### config.mk
export PLATFORM = sky130hd
export DESIGN_NAME = fetch_redirect_ctrl
export DESIGN_NICKNAME = d
export VERILOG_FILES = /design/src/rtl/fetch_ctrl_pkg.sv /design/src/rtl/load_use_detect.sv /design/src/rtl/fetch_redirect_ctrl.sv
export SDC_FILE = /design/constraint.sdc
export NUM_CORES = 1
export LEC_CHECK = 0
export ABC_CLOCK_PERIOD_IN_PS = 5330
export BUFFER_PORTS_ARGS = -buffer_cell sky130_fd_sc_hd__buf_2
export CAP_MARGIN = 10
export CORE_MARGIN = 2
export CORE_UTILIZATION = 48
export DETAILED_ROUTE_END_ITERATION = 16
export GPL_TIMING_DRIVEN = 1
export MAX_ROUTING_LAYER = met4
export PLACE_DENSITY = 0.82
export SLEW_MARGIN = 15
export SYNTH_ARGS = -nofsm -noshare
export SYNTH_HDL_FRONTEND = slang
export SYNTH_SLANG_ARGS = --single-unit
### constraint.sdc
create_clock -name clk -period 5.33 [get_ports clk]
set_input_delay 0.2665 -clock clk [delete_from_list [all_inputs] [get_ports clk]]
set_output_delay 0.2665 -clock clk [all_outputs]
set_load 0.1 [all_outputs]
### src/rtl/fetch_ctrl_pkg.sv
// Shared encodings for the fetch redirect controller: NPC mux selects and FSM states.
// Also provides the redirect-priority helper used to drive npc_sel.
package fetch_ctrl_pkg;

    localparam logic [1:0] NPC_SEL_SEQ  = 2'd0;
    localparam logic [1:0] NPC_SEL_JAL  = 2'd1;
    localparam logic [1:0] NPC_SEL_JALR = 2'd2;
    localparam logic [1:0] NPC_SEL_BR   = 2'd3;

    typedef enum logic [1:0] {
        IDLE  = 2'd0,
        FETCH = 2'd1,
        KILL  = 2'd2
    } fetch_state_e;

    // EX-stage redirects are older than the ID-stage jal, so they win.
    function automatic logic [1:0] npc_sel_f(input logic br, input logic jalr, input logic jal);
        if (br) begin
            return NPC_SEL_BR;
        end else if (jalr) begin
            return NPC_SEL_JALR;
        end else if (jal) begin
            return NPC_SEL_JAL;
        end
        return NPC_SEL_SEQ;
    endfunction

endpackage

### src/rtl/load_use_detect.sv
// Combinational load-use hazard comparator between the EX load and the ID sources.
// x0 never creates a hazard since it is never written.
module load_use_detect (
    input  logic       ex_mem2reg,
    input  logic [4:0] ex_rd,
    input  logic [4:0] id_rs1,
    input  logic [4:0] id_rs2,
    input  logic       id_rs1_used,
    input  logic       id_rs2_used,
    output logic       lu
);

    logic rs1_hit;
    logic rs2_hit;

    always_comb begin
        rs1_hit = id_rs1_used && (ex_rd == id_rs1);
        rs2_hit = id_rs2_used && (ex_rd == id_rs2);
        lu      = ex_mem2reg && (ex_rd != 5'd0) && (rs1_hit || rs2_hit);
    end

endmodule

### src/rtl/fetch_redirect_ctrl.sv
// Fetch-stage sequencer: NPC select, PC enable, single-outstanding imem handshake with a
// 1-entry hold buffer, and IF/ID / ID/EX flush/bubble. Optional counters: FETCH_REDIRECT_CNT_EN.
module fetch_redirect_ctrl
    import fetch_ctrl_pkg::*;
#(
    parameter int INST_W = 32,
    parameter int CNT_W  = 32
) (
    input  logic              clk,
    input  logic              rst,
    input  logic              br,
    input  logic              jalr,
    input  logic              jal,
    input  logic              ex_mem2reg,
    input  logic [4:0]        ex_rd,
    input  logic [4:0]        id_rs1,
    input  logic [4:0]        id_rs2,
    input  logic              id_rs1_used,
    input  logic              id_rs2_used,
    output logic              imem_req,
    input  logic              imem_ack,
    input  logic [INST_W-1:0] imem_rdata,
    output logic [1:0]        npc_sel,
    output logic              pc_en,
    output logic [INST_W-1:0] inst_d,
    output logic              inst_valid_d,
    output logic              bubbleD,
    output logic              flushD,
    output logic              flushE
`ifdef FETCH_REDIRECT_CNT_EN
    ,
    output logic [CNT_W-1:0]  cnt_br,
    output logic [CNT_W-1:0]  cnt_jalr,
    output logic [CNT_W-1:0]  cnt_jal,
    output logic [CNT_W-1:0]  cnt_kill
`endif
);

    fetch_state_e      state_q, state_d;
    logic              hold_valid_q, hold_valid_d;
    logic [INST_W-1:0] hold_q, hold_d;
    logic              lu;
    logic              redirect;

    load_use_detect u_lu (
        .ex_mem2reg (ex_mem2reg),
        .ex_rd      (ex_rd),
        .id_rs1     (id_rs1),
        .id_rs2     (id_rs2),
        .id_rs1_used(id_rs1_used),
        .id_rs2_used(id_rs2_used),
        .lu         (lu)
    );

    always_comb begin
        state_d      = state_q;
        hold_valid_d = hold_valid_q;
        hold_d       = hold_q;
        redirect     = br || jalr || jal;
        imem_req     = 1'b0;
        pc_en        = 1'b0;
        npc_sel      = NPC_SEL_SEQ;
        inst_d       = hold_valid_q ? hold_q : imem_rdata;
        inst_valid_d = 1'b0;
        bubbleD      = 1'b0;
        flushD       = 1'b0;
        flushE       = 1'b0;

        if (rst) begin
            flushD       = 1'b1;
            flushE       = 1'b1;
            state_d      = IDLE;
            hold_valid_d = 1'b0;
        end else begin
            npc_sel = npc_sel_f(br, jalr, jal);
            // A redirect makes the stalled ID instruction wrong-path, so it beats the stall.
            if (redirect) begin
                pc_en        = 1'b1;
                flushD       = 1'b1;
                flushE       = br || jalr;
                hold_valid_d = 1'b0;
            end else if (lu) begin
                bubbleD = 1'b1;
                flushE  = 1'b1;
            end

            unique case (state_q)
                IDLE: begin
                    state_d = FETCH;
                end
                FETCH: begin
                    imem_req = !hold_valid_q;
                    if (hold_valid_q) begin
                        // No request is in flight while holding, so a redirect stays in FETCH.
                        if (!redirect && !lu) begin
                            inst_valid_d = 1'b1;
                            pc_en        = 1'b1;
                            hold_valid_d = 1'b0;
                        end
                    end else if (imem_ack) begin
                        if (!redirect) begin
                            if (lu) begin
                                hold_d       = imem_rdata;
                                hold_valid_d = 1'b1;
                            end else begin
                                inst_d       = imem_rdata;
                                inst_valid_d = 1'b1;
                                pc_en        = 1'b1;
                            end
                        end
                    end else if (redirect) begin
                        state_d = KILL;
                    end
                end
                KILL: begin
                    imem_req = !hold_valid_q;
                    if (imem_ack) begin
                        state_d = FETCH;
                    end
                end
                default: begin
                    state_d = IDLE;
                end
            endcase
        end
    end

    always_ff @(posedge clk) begin
        if (rst) begin
            state_q      <= IDLE;
            hold_valid_q <= 1'b0;
        end else begin
            state_q      <= state_d;
            hold_valid_q <= hold_valid_d;
        end
        hold_q <= hold_d;
    end

`ifdef FETCH_REDIRECT_CNT_EN
    logic [CNT_W-1:0] cnt_br_q, cnt_br_d;
    logic [CNT_W-1:0] cnt_jalr_q, cnt_jalr_d;
    logic [CNT_W-1:0] cnt_jal_q, cnt_jal_d;
    logic [CNT_W-1:0] cnt_kill_q, cnt_kill_d;
    logic             ack_discard;

    always_comb begin
        cnt_br_d    = cnt_br_q;
        cnt_jalr_d  = cnt_jalr_q;
        cnt_jal_d   = cnt_jal_q;
        cnt_kill_d  = cnt_kill_q;
        ack_discard = imem_ack && ((state_q == KILL) ||
                      ((state_q == FETCH) && !hold_valid_q && redirect));
        if (br) begin
            cnt_br_d = cnt_br_q + CNT_W'(1);
        end else if (jalr) begin
            cnt_jalr_d = cnt_jalr_q + CNT_W'(1);
        end else if (jal) begin
            cnt_jal_d = cnt_jal_q + CNT_W'(1);
        end
        if (ack_discard) begin
            cnt_kill_d = cnt_kill_q + CNT_W'(1);
        end
    end

    always_ff @(posedge clk) begin
        if (rst) begin
            cnt_br_q   <= '0;
            cnt_jalr_q <= '0;
            cnt_jal_q  <= '0;
            cnt_kill_q <= '0;
        end else begin
            cnt_br_q   <= cnt_br_d;
            cnt_jalr_q <= cnt_jalr_d;
            cnt_jal_q  <= cnt_jal_d;
            cnt_kill_q <= cnt_kill_d;
        end
    end

    assign cnt_br   = cnt_br_q;
    assign cnt_jalr = cnt_jalr_q;
    assign cnt_jal  = cnt_jal_q;
    assign cnt_kill = cnt_kill_q;
`endif

endmodule

; After elaboration in Yosys (flattened, before gate mapping)
; Index checks and enable logic that the tools add are counted.
[totals]
in_bits = 56
out_inout_bits = 40
ff_bits = 35
elab_cells = 81
[classes]
eq_ne = 8
bitwise = 3
n_mux = 51
reduce_logical = 16
[op_table]
columns = op, count
row1 = $mux 32, 7
row2 = $mux 1, 34
row3 = $mux 2, 9
row4 = $eq 5x5->1, 2
row5 = $ne 2x2->1 const B, 4
row6 = $pmux 2 s3, 1
row7 = $reduce_and 6->1, 1
row8 = $logic_and 1x1->1, 5
row9 = $reduce_bool 5->1, 1
row10 = $reduce_and 4->1, 1
row11 = $logic_not 1->1, 3
row12 = $logic_or 1x1->1, 3
row13 = $not 1->1, 3
row14 = $eq 2x1->1 const B, 1
row15 = $eq 2x2->1 const B, 1
row16 = $logic_not 2->1, 1
row17 = $reduce_or 2->1, 1

; Logic depth before layout (Yosys ltp)
; Gate-level depths: netlist of the first run.
[depth]
depth_word = 10
ltp_mapped = 6
ltp_nobuf = 6

; Hierarchy
; Synthesis of the first run repeated with hierarchy kept, for this count alone.
[hier_totals]
hier_cells = 128
hier_area_um2 = 1804.2
[modules_own_cells]
columns = mod, n_inst, cells_per_inst, seq_area_each_um2, area_per_inst_um2
row1 = fetch_redirect_ctrl, 1, 111, 1021.0, 1670.4
row2 = load_use_detect, 1, 17, 0.0, 133.9

; Worst setup path after synthesis of the first run
; No wires, ideal clock.
[synth_path]
kind = input port to output port
startpoint = input port rst
endpoint = output port bubbleD
setup_slack_ps = 1565
t_required_ps = 5063
cell_stages = 3
arrival_ps = 3498
path_buffers = 1
path_cell_list = clkbuf_1 > or4_1 > nor3_1
[synth_via]
elab_chain_cells = 1
[synth_lines]
columns = element, line
row1 = "start, declared", fetch_redirect_ctrl.sv:10  ; input logic rst,
row2 = $mux 1, fetch_redirect_ctrl.sv:69  ; if (rst) begin
row3 = "end, declared", fetch_redirect_ctrl.sv:27  ; output logic bubbleD,
; No other way between the ends.

; Worst setup path after layout of the first run
[layout_path]
startpoint = register hold_valid_q
endpoint = output port pc_en
[layout_via]
elab_chain_cells = 3
[layout_lines]
columns = element, line
row1 = "start, declared", fetch_redirect_ctrl.sv:40  ; logic hold_valid_q, hold_valid_d;
row2 = "start signal, assigned", fetch_redirect_ctrl.sv:134  ; hold_valid_q <= hold_valid_d;
row3 = $mux 1, fetch_redirect_ctrl.sv:93  ; if (hold_valid_q) begin
row4 = $mux 1, fetch_redirect_ctrl.sv:87  ; unique case (state_q)
row5 = $mux 1, fetch_redirect_ctrl.sv:69
row6 = "end, declared", fetch_redirect_ctrl.sv:24  ; output logic pc_en,
; No other way between the ends.

==> metrics, run 1 <==
kind of launch point of the worst setup path=register; non-filler cells in the finished layout=273; Ys Warns=0; Placement Rows=22; antenna fix cells=0; vias after detailed routing=1363; switching portion of total power=35.0%; Routed WL per cell=13.2 um; worst-case setup slack after placement=3100 ps; die footprint=4210 sq um; number of buffers created by CTS=5; count of mapped cells out of synthesis=126; setup ws final=3150 ps; instance count after placement with tap cells included=266; P per Cell Area=321 nW/um^2; reported max-cap violation count=0; DIE WIDTH=64.9 um; All-Layer GR Usage=18.8%; Max Transition Viols Final=0; worst path arrival time=1910 ps; worst slew pin tran=562 ps; Routed Antenna Nets=0; Max Clock Skew=2.51 ps; total count of hold-check failures in the final report=0; via count of the first global-routing pass=1327; total congestion overflow=0; part of the total power dissipated in sequential elements=40.2%; Fin Setup TNS=0 ps; critical path's top delay family=buffers and inverters; CTS sink count=35; WP buf/inv=2; Placeable Area=3610 sq um; multi-input logic area=717 sq um; initial standard-cell utilization of the core=49.3%; worst hold slack=179 ps; flop-to-flop setup slack=3540 ps; CP endpoint kind=primary output; critical-path maximum fanout=35; CTS hold repair buffers=0; fraction of power consumed by combinational cells=31.5%; Seq/Total Area, Yosys=57.4%; clock insertion delay at the later pin of the skew report=280 ps; placer congestion estimate=0.744; post-synth net total=186; DR iter-0 viols=24; fin nets=285; antenna violations before repair=0; status=finished clean; P_sw=271 uW; layout-stage area growth over the synthesis result=35.5%; Clock Tree Buf Depth=2; Worst-path clk slew=60 ps; number of design rule violations left after detail routing=0; fill count=292; H-tree depth=2; Final Critical Period=2180 ps; post-CTS sizing=0; Leakage Power=0.00101 uW; total iterations of the first detailed-routing run=4; CTS tree=done; Peak VDD IR=0.154 mV; worst-path cell with the longest stage delay=sky130_fd_sc_hd__buf_2; post-CTS setup buffers=0; #FFs+latches synth=35; slowest cell delay on critical path=420 ps; number of unique standard cell types used by synthesis=29; clock power share=28.3%; Power Total=773 uW; Root Driver=sky130_fd_sc_hd__clkbuf_8; final setup vio count=0; Total Routed Length=3.60 mm; Tcrit/Tclk final=40.9%; data required time at the worst endpoint=5060 ps; setup repair after global routing missed its margin=no; port buffer count=95; Tightest Hold Check Type=in -> reg; Chip Height=64.9 um; Detailed Place HPWL=2.76 mm; category of the critical setup timing path=reg -> out; Syn Std Cell Area=1780 sq um; first-pass GRT wire length=5.78 mm; average instance area after synthesis=14.1 sq um; Storage cell area=1020 sq um; Top-Level Pins=96; Max Fclk=459 MHz; via/cell ratio=4.99; internal power=503 uW; maximum number of pins on one net before global-route repair=36; Critical Path, Cell by Cell=buf_4 > o21ai_0 > a21oi_1 > o31a_1 > buf_2; fraction of layout cells with a size suffix above 1=61.3%; remaining max-slew budget at the tightest pin=62.5%
## kinds of logic (layout without fill, tap and decap cells)
family	after synthesis	count (layout)	share of synthesized area, %
AO/OA/AOI/OAI	14	14	5.42
XOR/XNOR	10	10	4.93
adder cells (fa/ha/maj)	4	4	2.82
buffers and inverters	10	109	2.53
flip-flops	35	35	57.4
multiplexers	32	32	20.3
AND/OR/NAND/NOR	21	21	6.62
## final timing paths
check,endpoint,depth (start not counted),startpoint
max,pc_en,5,hold_valid_q$_SDFF_PP0_
min,hold_q[25]$_DFFE_PP_,1,imem_rdata[25]
max reg2reg,hold_q[13]$_DFFE_PP_,5,state_q[1]$_SDFFE_PP0P_
min reg2reg,state_q[0]$_SDFFE_PP0P_,2,state_q[0]$_SDFFE_PP0P_
## through the flow
stage	util, %	cell area, sq um
final	66.8	2410
after global routing	66.8	2410
after CTS	66.8	2410
after detailed placement	64.0	2310
after global placement	64.0	2310
after floorplan	-	1780
## flip-flops by register name, summed over array words and instances (netlist names)
signal / cells
hold_valid_q: 1
state_q: 2
hold_q: 32
## layout by cell type, fill, tap and decap left out, types with 2 or more instances in the layout
cell | Yosys | final
sky130_fd_sc_hd__xor2_1 | 8 | 8
sky130_fd_sc_hd__edfxtp_1 | 32 | 32
sky130_fd_sc_hd__nor2_1 | 7 | 7
sky130_fd_sc_hd__dfxtp_1 | 3 | 3
sky130_fd_sc_hd__o21ai_0 | 3 | 3
sky130_fd_sc_hd__inv_1 | 5 | 5
sky130_fd_sc_hd__nor3_2 | 1 | 2
sky130_fd_sc_hd__xnor2_1 | 2 | 2
sky130_fd_sc_hd__mux2_2 | 32 | 32
sky130_fd_sc_hd__a21oi_1 | 3 | 3
sky130_fd_sc_hd__buf_2 | 0 | 95
sky130_fd_sc_hd__o31a_1 | 2 | 2
sky130_fd_sc_hd__or4_1 | 3 | 3
sky130_fd_sc_hd__ha_1 | 4 | 4
sky130_fd_sc_hd__buf_4 | 0 | 2
sky130_fd_sc_hd__clkbuf_8 | 0 | 5
sky130_fd_sc_hd__nor4_1 | 2 | 2
## worst reg2reg max path: stages, from the launching register on
cell,delay [ps]
sky130_fd_sc_hd__dfxtp_1,330
sky130_fd_sc_hd__inv_1,90
sky130_fd_sc_hd__ha_1,240
sky130_fd_sc_hd__nand4_1,110
sky130_fd_sc_hd__nor3_2,280
sky130_fd_sc_hd__buf_4,400
## synthesized netlist by cell type
| master | count | area, sq um |
|---|---|---|
| sky130_fd_sc_hd__edfxtp_1 | 32 | 961 |
| sky130_fd_sc_hd__mux2_2 | 32 | 360 |
| sky130_fd_sc_hd__xor2_1 | 8 | 70.1 |
| sky130_fd_sc_hd__nor2_1 | 7 | 26.3 |
| sky130_fd_sc_hd__inv_1 | 5 | 18.8 |
| sky130_fd_sc_hd__clkbuf_1 | 4 | 15.0 |
| sky130_fd_sc_hd__ha_1 | 4 | 50.1 |
| sky130_fd_sc_hd__a21oi_1 | 3 | 15.0 |
| sky130_fd_sc_hd__dfxtp_1 | 3 | 60.1 |
| sky130_fd_sc_hd__o21ai_0 | 3 | 15.0 |
| sky130_fd_sc_hd__or4_1 | 3 | 22.5 |
| sky130_fd_sc_hd__nor3_1 | 2 | 10.0 |
| sky130_fd_sc_hd__nor4_1 | 2 | 12.5 |
| sky130_fd_sc_hd__o31a_1 | 2 | 17.5 |
| sky130_fd_sc_hd__xnor2_1 | 2 | 17.5 |
| sky130_fd_sc_hd__a32oi_1 | 1 | 8.76 |
| sky130_fd_sc_hd__and2_0 | 1 | 6.26 |
| sky130_fd_sc_hd__and2_1 | 1 | 6.26 |
| sky130_fd_sc_hd__buf_6 | 1 | 11.3 |
| sky130_fd_sc_hd__nand2b_1 | 1 | 6.26 |
| sky130_fd_sc_hd__nand3_1 | 1 | 5.00 |
| sky130_fd_sc_hd__nand4_1 | 1 | 6.26 |
| sky130_fd_sc_hd__nor2b_1 | 1 | 6.26 |
| sky130_fd_sc_hd__nor3_2 | 1 | 10.0 |
| sky130_fd_sc_hd__o211a_1 | 1 | 10.0 |
| sky130_fd_sc_hd__o21a_1 | 1 | 7.51 |
| sky130_fd_sc_hd__o21ai_1 | 1 | 5.00 |
| sky130_fd_sc_hd__o21ai_2 | 1 | 8.76 |
| sky130_fd_sc_hd__o311ai_1 | 1 | 8.76 |
## area by class of cell
type                    instances  share of cell area [%]
clock buffers                   6                    3.01
clock inverters                 1                    1.25
inverters                       5                   0.779
multi-input cells              81                    29.8
flip-flops and latches         35                    42.4
well taps                      48                    2.49
repair buffers                 97                    20.4
## routing by layer
layer / routed length [um] / track usage [%] / up-vias / share of wire (%)
met2: 1700 / 30.7 / 73 / 47
met4: 48 / 6.38 / 0 / 1.3
met5: 0 / - / - / 0
met1: 1540 / 22.2 / 611 / 43
met3: 319 / 5.73 / 4 / 8.9
li1: - / - / 675 / -
## power by group through the flow
stage | Combinational, uW | Clock [uW] | Sequential (uW)
floorplan | 192 | 0 | 315
global placement | 240 | 0 | 317
detailed placement | 243 | 0 | 316
CTS | 244 | 227 | 311
global route | 258 | 237 | 312
finish | 243 | 219 | 311
(Power assumes the default switching activity.)
==> inputs of run 2 (changes only) <==
- ABC_AREA: default -> 1
- ABC_CLOCK_PERIOD_IN_PS: 5330 -> 1900
- CORE_UTILIZATION: 48 -> 41
- PLACE_DENSITY: 0.82 -> 0.73
- clock period: 5.33 -> 1.9 ns (I/O delays scaled with it)
==> metrics, run 2 <==
status=finished clean (unchanged); setup repair after global routing missed its margin=no (unchanged); via/cell ratio=4.56 (was 4.99); max FFs per register=32 (unchanged); Placeable Area=4380 sq um (was 3610 sq um); category of the critical setup timing path=reg -> out (unchanged); number of buffers created by CTS=5 (unchanged); All-Layer GR Usage=18.9% (was 18.8%); die footprint=5120 sq um (was 4210 sq um); startpoint of the worst register-to-register path=state_q[1]$_SDFFE_PP0P_ (unchanged); fraction of layout cells with a size suffix above 1=33.7% (was 61.3%); total iterations of the first detailed-routing run=4 (unchanged); Ys Warns=0 (unchanged); Primary FF master, synth=sky130_fd_sc_hd__edfxtp_1 (unchanged); most frequent cell after synthesis=sky130_fd_sc_hd__nand2_1; cell accounting for the most synthesized area=sky130_fd_sc_hd__edfxtp_1 (unchanged); Routed Antenna Nets=0 (unchanged); Syn Std Cell Area=1870 sq um (was 1780 sq um); data required time at the worst endpoint=1800 ps (was 5060 ps); total count of hold-check failures in the final report=0 (unchanged); Final Critical Period=1780 ps; Hold Crit Start=imem_rdata[22] (was imem_rdata[25]); non-filler cells in the finished layout=420 (was 273); Chip Height=71.5 um (was 64.9 um); worst hold stages=1 (unchanged); post-synth top area share=51.4% (was 54.0%); Root Driver=sky130_fd_sc_hd__clkbuf_8 (unchanged); Critical Path, Cell by Cell=clkinv_1 > buf_4 > nand2_1 > nand2_1 > buf_2 (was buf_4 > o21ai_0 > a21oi_1 > o31a_1 > buf_2); flop-to-flop setup slack=450 ps (was 3540 ps); post-route cell area=2930 sq um (was 2410 sq um); critical path's top delay family=buffers and inverters (unchanged); vias after detailed routing=1916 (was 1363); Total Routed Length=4.69 mm (was 3.60 mm); Crit path top cell by count=sky130_fd_sc_hd__nand2_1; Placement Rows=24 (was 22); top post-synthesis cells by area=sky130_fd_sc_hd__edfxtp_1, sky130_fd_sc_hd__nand2_1, sky130_fd_sc_hd__nor2_1 (was sky130_fd_sc_hd__edfxtp_1, sky130_fd_sc_hd__mux2_2, sky130_fd_sc_hd__xor2_1); WP buf/inv=3 (was 2); maximum number of pins on one net before global-route repair=32 (was 36); antenna fix cells=0 (unchanged); reported max-cap violation count=0 (unchanged); Max Transition Viols Final=0 (unchanged); DR iter-0 viols=84 (was 24); Clock Tree Buf Depth=2 (unchanged); Power Total=2370 uW (was 773 uW); Detailed Place HPWL=3.26 mm (was 2.76 mm); fin nets=427 (was 285); cells on worst reg2reg path=5 (unchanged); Leakage Power=0.00149 uW (was 0.00101 uW); clock insertion delay at the later pin of the skew report=290 ps (was 280 ps); port buffer count=95 (unchanged); most common cell after layout, fill and taps aside=sky130_fd_sc_hd__nand2_1 (was sky130_fd_sc_hd__buf_2); Fin Setup TNS=0 ps (unchanged); worst path arrival time=1690 ps (was 1910 ps); leading cell types by count after synthesis=sky130_fd_sc_hd__nand2_1, sky130_fd_sc_hd__edfxtp_1, sky130_fd_sc_hd__nor2_1, sky130_fd_sc_hd__inv_1 (was sky130_fd_sc_hd__edfxtp_1, sky130_fd_sc_hd__mux2_2, sky130_fd_sc_hd__xor2_1, sky130_fd_sc_hd__nor2_1, sky130_fd_sc_hd__inv_1); number of design rule violations left after detail routing=0 (unchanged); Routed WL per cell=11.2 um (was 13.2 um); utilization after layout=66.9% (was 66.8%); worst slew pin tran=505 ps (was 562 ps); leading cell types in the layout, fill and taps excluded=sky130_fd_sc_hd__nand2_1, sky130_fd_sc_hd__buf_2, sky130_fd_sc_hd__edfxtp_1 (was sky130_fd_sc_hd__buf_2, sky130_fd_sc_hd__mux2_2, sky130_fd_sc_hd__edfxtp_1); R2R Path End=hold_q[0]$_DFFE_PP_ (was hold_q[13]$_DFFE_PP_); #FFs+latches synth=35 (unchanged); P per Cell Area=806 nW/um^2 (was 321 nW/um^2); instance count after placement with tap cells included=382 (was 266); DIE WIDTH=71.5 um (was 64.9 um); Top-Level Pins=96 (unchanged); via count of the first global-routing pass=1703 (was 1327); slowest cell delay on critical path=420 ps (about the same); average instance area after synthesis=7.89 sq um (was 14.1 sq um); Seq/Total Area, Yosys=54.6% (was 57.4%); hold path endpoint=hold_q[22]$_DFFE_PP_ (was hold_q[25]$_DFFE_PP_); Tightest Hold Check Type=in -> reg (unchanged); Max Clock Skew=6.00 ps (was 2.51 ps); first-pass GRT wire length=7.22 mm (was 5.78 mm); placer congestion estimate=0.809 (was 0.744); Tcrit/Tclk final=93.8%; critical-path maximum fanout=31 (was 35); kind of launch point of the worst setup path=register (unchanged); fraction of registers with async set/reset=0% (unchanged); total congestion overflow=0 (unchanged); number of enable flip-flop cells after synthesis=32 (unchanged); final setup vio count=0 (unchanged); CTS sink count=35 (unchanged); remaining max-slew budget at the tightest pin=66.5% (was 62.5%); leading registers by flop count=hold_q x32, state_q x2, hold_valid_q x1 (unchanged); worst-path cell with the longest stage delay=sky130_fd_sc_hd__buf_2 (unchanged); post-CTS setup buffers=0 (unchanged); layout-stage area growth over the synthesis result=56.8% (was 35.5%); Max Fclk=561 MHz; Worst-path clk slew=70 ps (was 60 ps); placed standard-cell area=2510 sq um (was 2310 sq um); antenna violations before repair=0 (unchanged); count of mapped cells out of synthesis=237 (was 126); fill count=354 (was 292); CP endpoint kind=primary output (unchanged); initial standard-cell utilization of the core=42.7% (was 49.3%); number of unique standard cell types used by synthesis=21 (was 29); post-synth net total=297 (was 186); H-tree depth=2 (unchanged); CTS tree=done (unchanged); Peak VDD IR=0.463 mV (was 0.154 mV); register name with the most flops=hold_q (unchanged)
## run 2: how the worst max path moves through the flow
stage / from / to / slack, ps / depth (start not counted)
2_1_floorplan: jal / hold_q[0]$_DFFE_PP_ / -30 / 3
4_1_cts: hold_valid_q$_SDFF_PP0_ / inst_d[4] / 80 / 5
5_1_grt: hold_valid_q$_SDFF_PP0_ / inst_d[11] / 8 / 5
3_3_place_gp: ex_rd[3] / hold_q[3]$_DFFE_PP_ / 400 / 10
3_5_place_dp: ex_rd[3] / hold_q[1]$_DFFE_PP_ / 370 / 10
6_report: hold_valid_q$_SDFF_PP0_ / inst_d[6] / 120 / 5
## run 2: kinds of logic after synthesis
kind of cell,share of synthesized area [%]
AO/OA/AOI/OAI,2.01
AND/OR/NAND/NOR,34.8
buffers and inverters,5.89
flip-flops,54.6
adder cells (fa/ha/maj),2.68
## run 2: stage by stage
step                      setup WS, ps  hold WS, ps
after floorplan                  -25.1          194
after global placement             404          288
after detailed placement           367          289
after CTS                         81.6       0.0342
after global routing              8.31        0.798
final                              117         7.55
## run 2: routing by layer
metal / routed length, um / global-route usage, % / vias to the layer above / share of wire, %
met5: 0 / - / - / 0
met4: 131 / 7.76 / 0 / 2.8
met3: 244 / 5.06 / 12 / 5.2
met2: 2390 / 32.9 / 67 / 51
met1: 1930 / 20.2 / 837 / 41
li1: - / - / 1000 / -
## run 2: report_power, final
part	switching (uW)	internal [uW]
Sequential	21.2	857
Combinational	591	219
Clock	254	424
## run 2: repair_timing
item	4_1_cts	5_1_grt
endpoints found under the setup margin	0	3
hold buffers	26	4
hold endpoints to repair	26	4
gates resized for setup	0	3
## run 2: area by class of cell
cell class / instances / area [sq um] / area share [%]
sequential: 35 / 1020 / 34.8
timing repair buffer: 130 / 851 / 29.0
multi-input combinational: 173 / 796 / 27.1
clock buffer: 6 / 82.6 / 2.82
inverter: 22 / 82.6 / 2.82
tap: 52 / 65.1 / 2.22
clock inverter: 2 / 35.0 / 1.19
==> inputs of run 3 (changes only) <==
- ABC_CLOCK_PERIOD_IN_PS: 1900 -> 2000
- CORE_UTILIZATION: 41 -> 45
- PLACE_DENSITY: 0.73 -> 0.76
- clock period: 1.9 -> 2 ns (I/O delays scaled with it)
==> metrics, run 3 (synthesis gave the netlist of run 2 again) <==
status=finished clean (unchanged); post-CTS sizing=0 (unchanged); setup ws final=192 ps (was 117 ps); Placement Rows=23 (was 24); reported max-cap violation count=0 (unchanged); total congestion overflow=0 (unchanged); final setup vio count=0 (unchanged); layout-stage area growth over the synthesis result=43.8% (was 56.8%); placer congestion estimate=0.853 (was 0.809); Peak VDD IR=0.575 mV (was 0.463 mV); post-route cell area=2690 sq um (was 2930 sq um); Tightest Hold Check Type=in -> reg (unchanged); H-tree depth=2 (unchanged); leading cell types in the layout, fill and taps excluded=sky130_fd_sc_hd__nand2_1, sky130_fd_sc_hd__buf_2, sky130_fd_sc_hd__edfxtp_1 (unchanged); register name with the most flops=hold_q (unchanged); antenna fix cells=0 (unchanged); number of buffers created by CTS=5 (unchanged); Max Transition Viols Final=0 (unchanged); Crit path top cell by count=sky130_fd_sc_hd__nor2_1 (was sky130_fd_sc_hd__nand2_1); Max Clock Skew=7.90 ps (was 6.00 ps); worst-case setup slack after placement=476 ps (was 367 ps); Worst-path clk slew=70 ps (about the same); max FFs per register=32 (unchanged); fraction of layout cells with a size suffix above 1=33.6% (was 33.7%); port buffer count=95 (unchanged); All-Layer GR Usage=18.8% (was 18.9%); P per Cell Area=751 nW/um^2 (was 806 nW/um^2); Fin Setup TNS=0 ps (unchanged); CP endpoint kind=primary output (unchanged); CTS hold repair buffers=2 (was 26); clock insertion delay at the later pin of the skew report=280 ps (was 290 ps); category of the critical setup timing path=reg -> out (unchanged); fin nets=407 (was 427); Top-Level Pins=96 (unchanged); CTS sink count=35 (unchanged); leading registers by flop count=hold_q x32, state_q x2, hold_valid_q x1 (unchanged); CTS tree=done (unchanged); worst path arrival time=1710 ps (was 1690 ps); slowest cell delay on critical path=330 ps (was 420 ps); placed standard-cell area=2490 sq um (was 2510 sq um); remaining max-slew budget at the tightest pin=67.4% (was 66.5%); post-CTS setup buffers=0 (unchanged); critical path's top delay family=buffers and inverters (unchanged); worst hold slack=12.5 ps (was 7.55 ps); Root Driver=sky130_fd_sc_hd__clkbuf_8 (unchanged); Hold Crit Start=imem_rdata[13] (was imem_rdata[22]); Routed WL per cell=10.8 um (was 11.2 um); critical-path maximum fanout=34 (was 31); Final Critical Period=1810 ps; antenna violations before repair=0 (unchanged); total iterations of the first detailed-routing run=4 (unchanged); Chip Height=68.5 um (was 71.5 um); initial standard-cell utilization of the core=46.8% (was 42.7%); first-pass GRT wire length=6.18 mm (was 7.22 mm); Placeable Area=4000 sq um (was 4380 sq um); Detailed Place HPWL=3.16 mm (was 3.26 mm); via/cell ratio=4.56 (about the same); Critical Path, Cell by Cell=buf_4 > nor2_1 > nor2_1 > nand2_1 > a21oi_2 > buf_12 (was clkinv_1 > buf_4 > nand2_1 > nand2_1 > buf_2); DIE WIDTH=68.5 um (was 71.5 um); Total Routed Length=4.31 mm (was 4.69 mm); Max Fclk=553 MHz; WP buf/inv=2 (was 3); setup repair after global routing missed its margin=no (unchanged); Clock Tree Buf Depth=2 (unchanged); via count of the first global-routing pass=1465 (was 1703); vias after detailed routing=1816 (was 1916); maximum number of pins on one net before global-route repair=35 (was 32); Tcrit/Tclk final=90.4%; Leakage Power=0.00140 uW (was 0.00149 uW); data required time at the worst endpoint=1900 ps (was 1800 ps); worst-path cell with the longest stage delay=sky130_fd_sc_hd__dfxtp_1 (was sky130_fd_sc_hd__buf_2); startpoint of the worst register-to-register path=state_q[1]$_SDFFE_PP0P_ (unchanged); Crit. Startpoint=hold_valid_q$_SDFF_PP0_ (unchanged); fill count=346 (was 354); total count of hold-check failures in the final report=0 (unchanged); number of design rule violations left after detail routing=0 (unchanged); Routed Antenna Nets=0 (unchanged); utilization after layout=67.3% (was 66.9%); kind of launch point of the worst setup path=register (unchanged); most common cell after layout, fill and taps aside=sky130_fd_sc_hd__nand2_1 (unchanged); worst slew pin tran=492 ps (was 505 ps); die footprint=4690 sq um (was 5120 sq um); DR iter-0 viols=134 (was 84)
-- run 3: final cells by class --
| cell class | count | area, sq um | share of cell area [%] |
|---|---|---|---|
| sequential | 35 | 1020 | 38.0 |
| multi-input combinational | 173 | 769 | 28.6 |
| timing repair buffer | 110 | 673 | 25.0 |
| inverter | 22 | 82.6 | 3.07 |
| clock buffer | 7 | 76.3 | 2.84 |
| tap | 50 | 62.6 | 2.33 |
| clock inverter | 1 | 5.00 | 0.186 |
-- run 3: power breakdown --
group	leakage [uW]	switching [uW]	internal, uW
combinational	0.00105	546	173
clock	0.0000422	230	244
sequential	0.000312	13.5	814
-- run 3: path summary, 6_finish.rpt --
kind                             endpoint  slack [ps]  cells past startpoint
setup / recovery                    pc_en         190                      6
hold / removal       hold_q[13]$_DFFE_PP_          10                      1
setup reg to reg     hold_q[16]$_DFFE_PP_         460                      5
hold reg to reg   state_q[1]$_SDFFE_PP0P_         530                      2
-- run 3: layer usage --
layer	share of wire (%)	vias up	wire (um)	global-route usage (%)
met3	4.5	4	194	5.59
met1	41	811	1770	21.5
li1	-	958	-	-
met4	0.93	0	40	6.00
met5	0	-	0	-
met2	53	43	2300	31.4
-- run 3: worst reg2reg max path, cell delays in order, from the launching register on --
cell and delay (ps):
sky130_fd_sc_hd__dfxtp_1 330, sky130_fd_sc_hd__inv_1 90, sky130_fd_sc_hd__ha_1 220, sky130_fd_sc_hd__nand3_1 140
sky130_fd_sc_hd__nor3_4 220, sky130_fd_sc_hd__buf_12 220
-- run 3: per-stage QoR --
step	std cells	total power, uW
2_1_floorplan	237	1380
3_3_place_gp	378	1540
3_5_place_dp	378	1540
4_1_cts	388	2020
5_1_grt	398	2120
6_report	398	2020
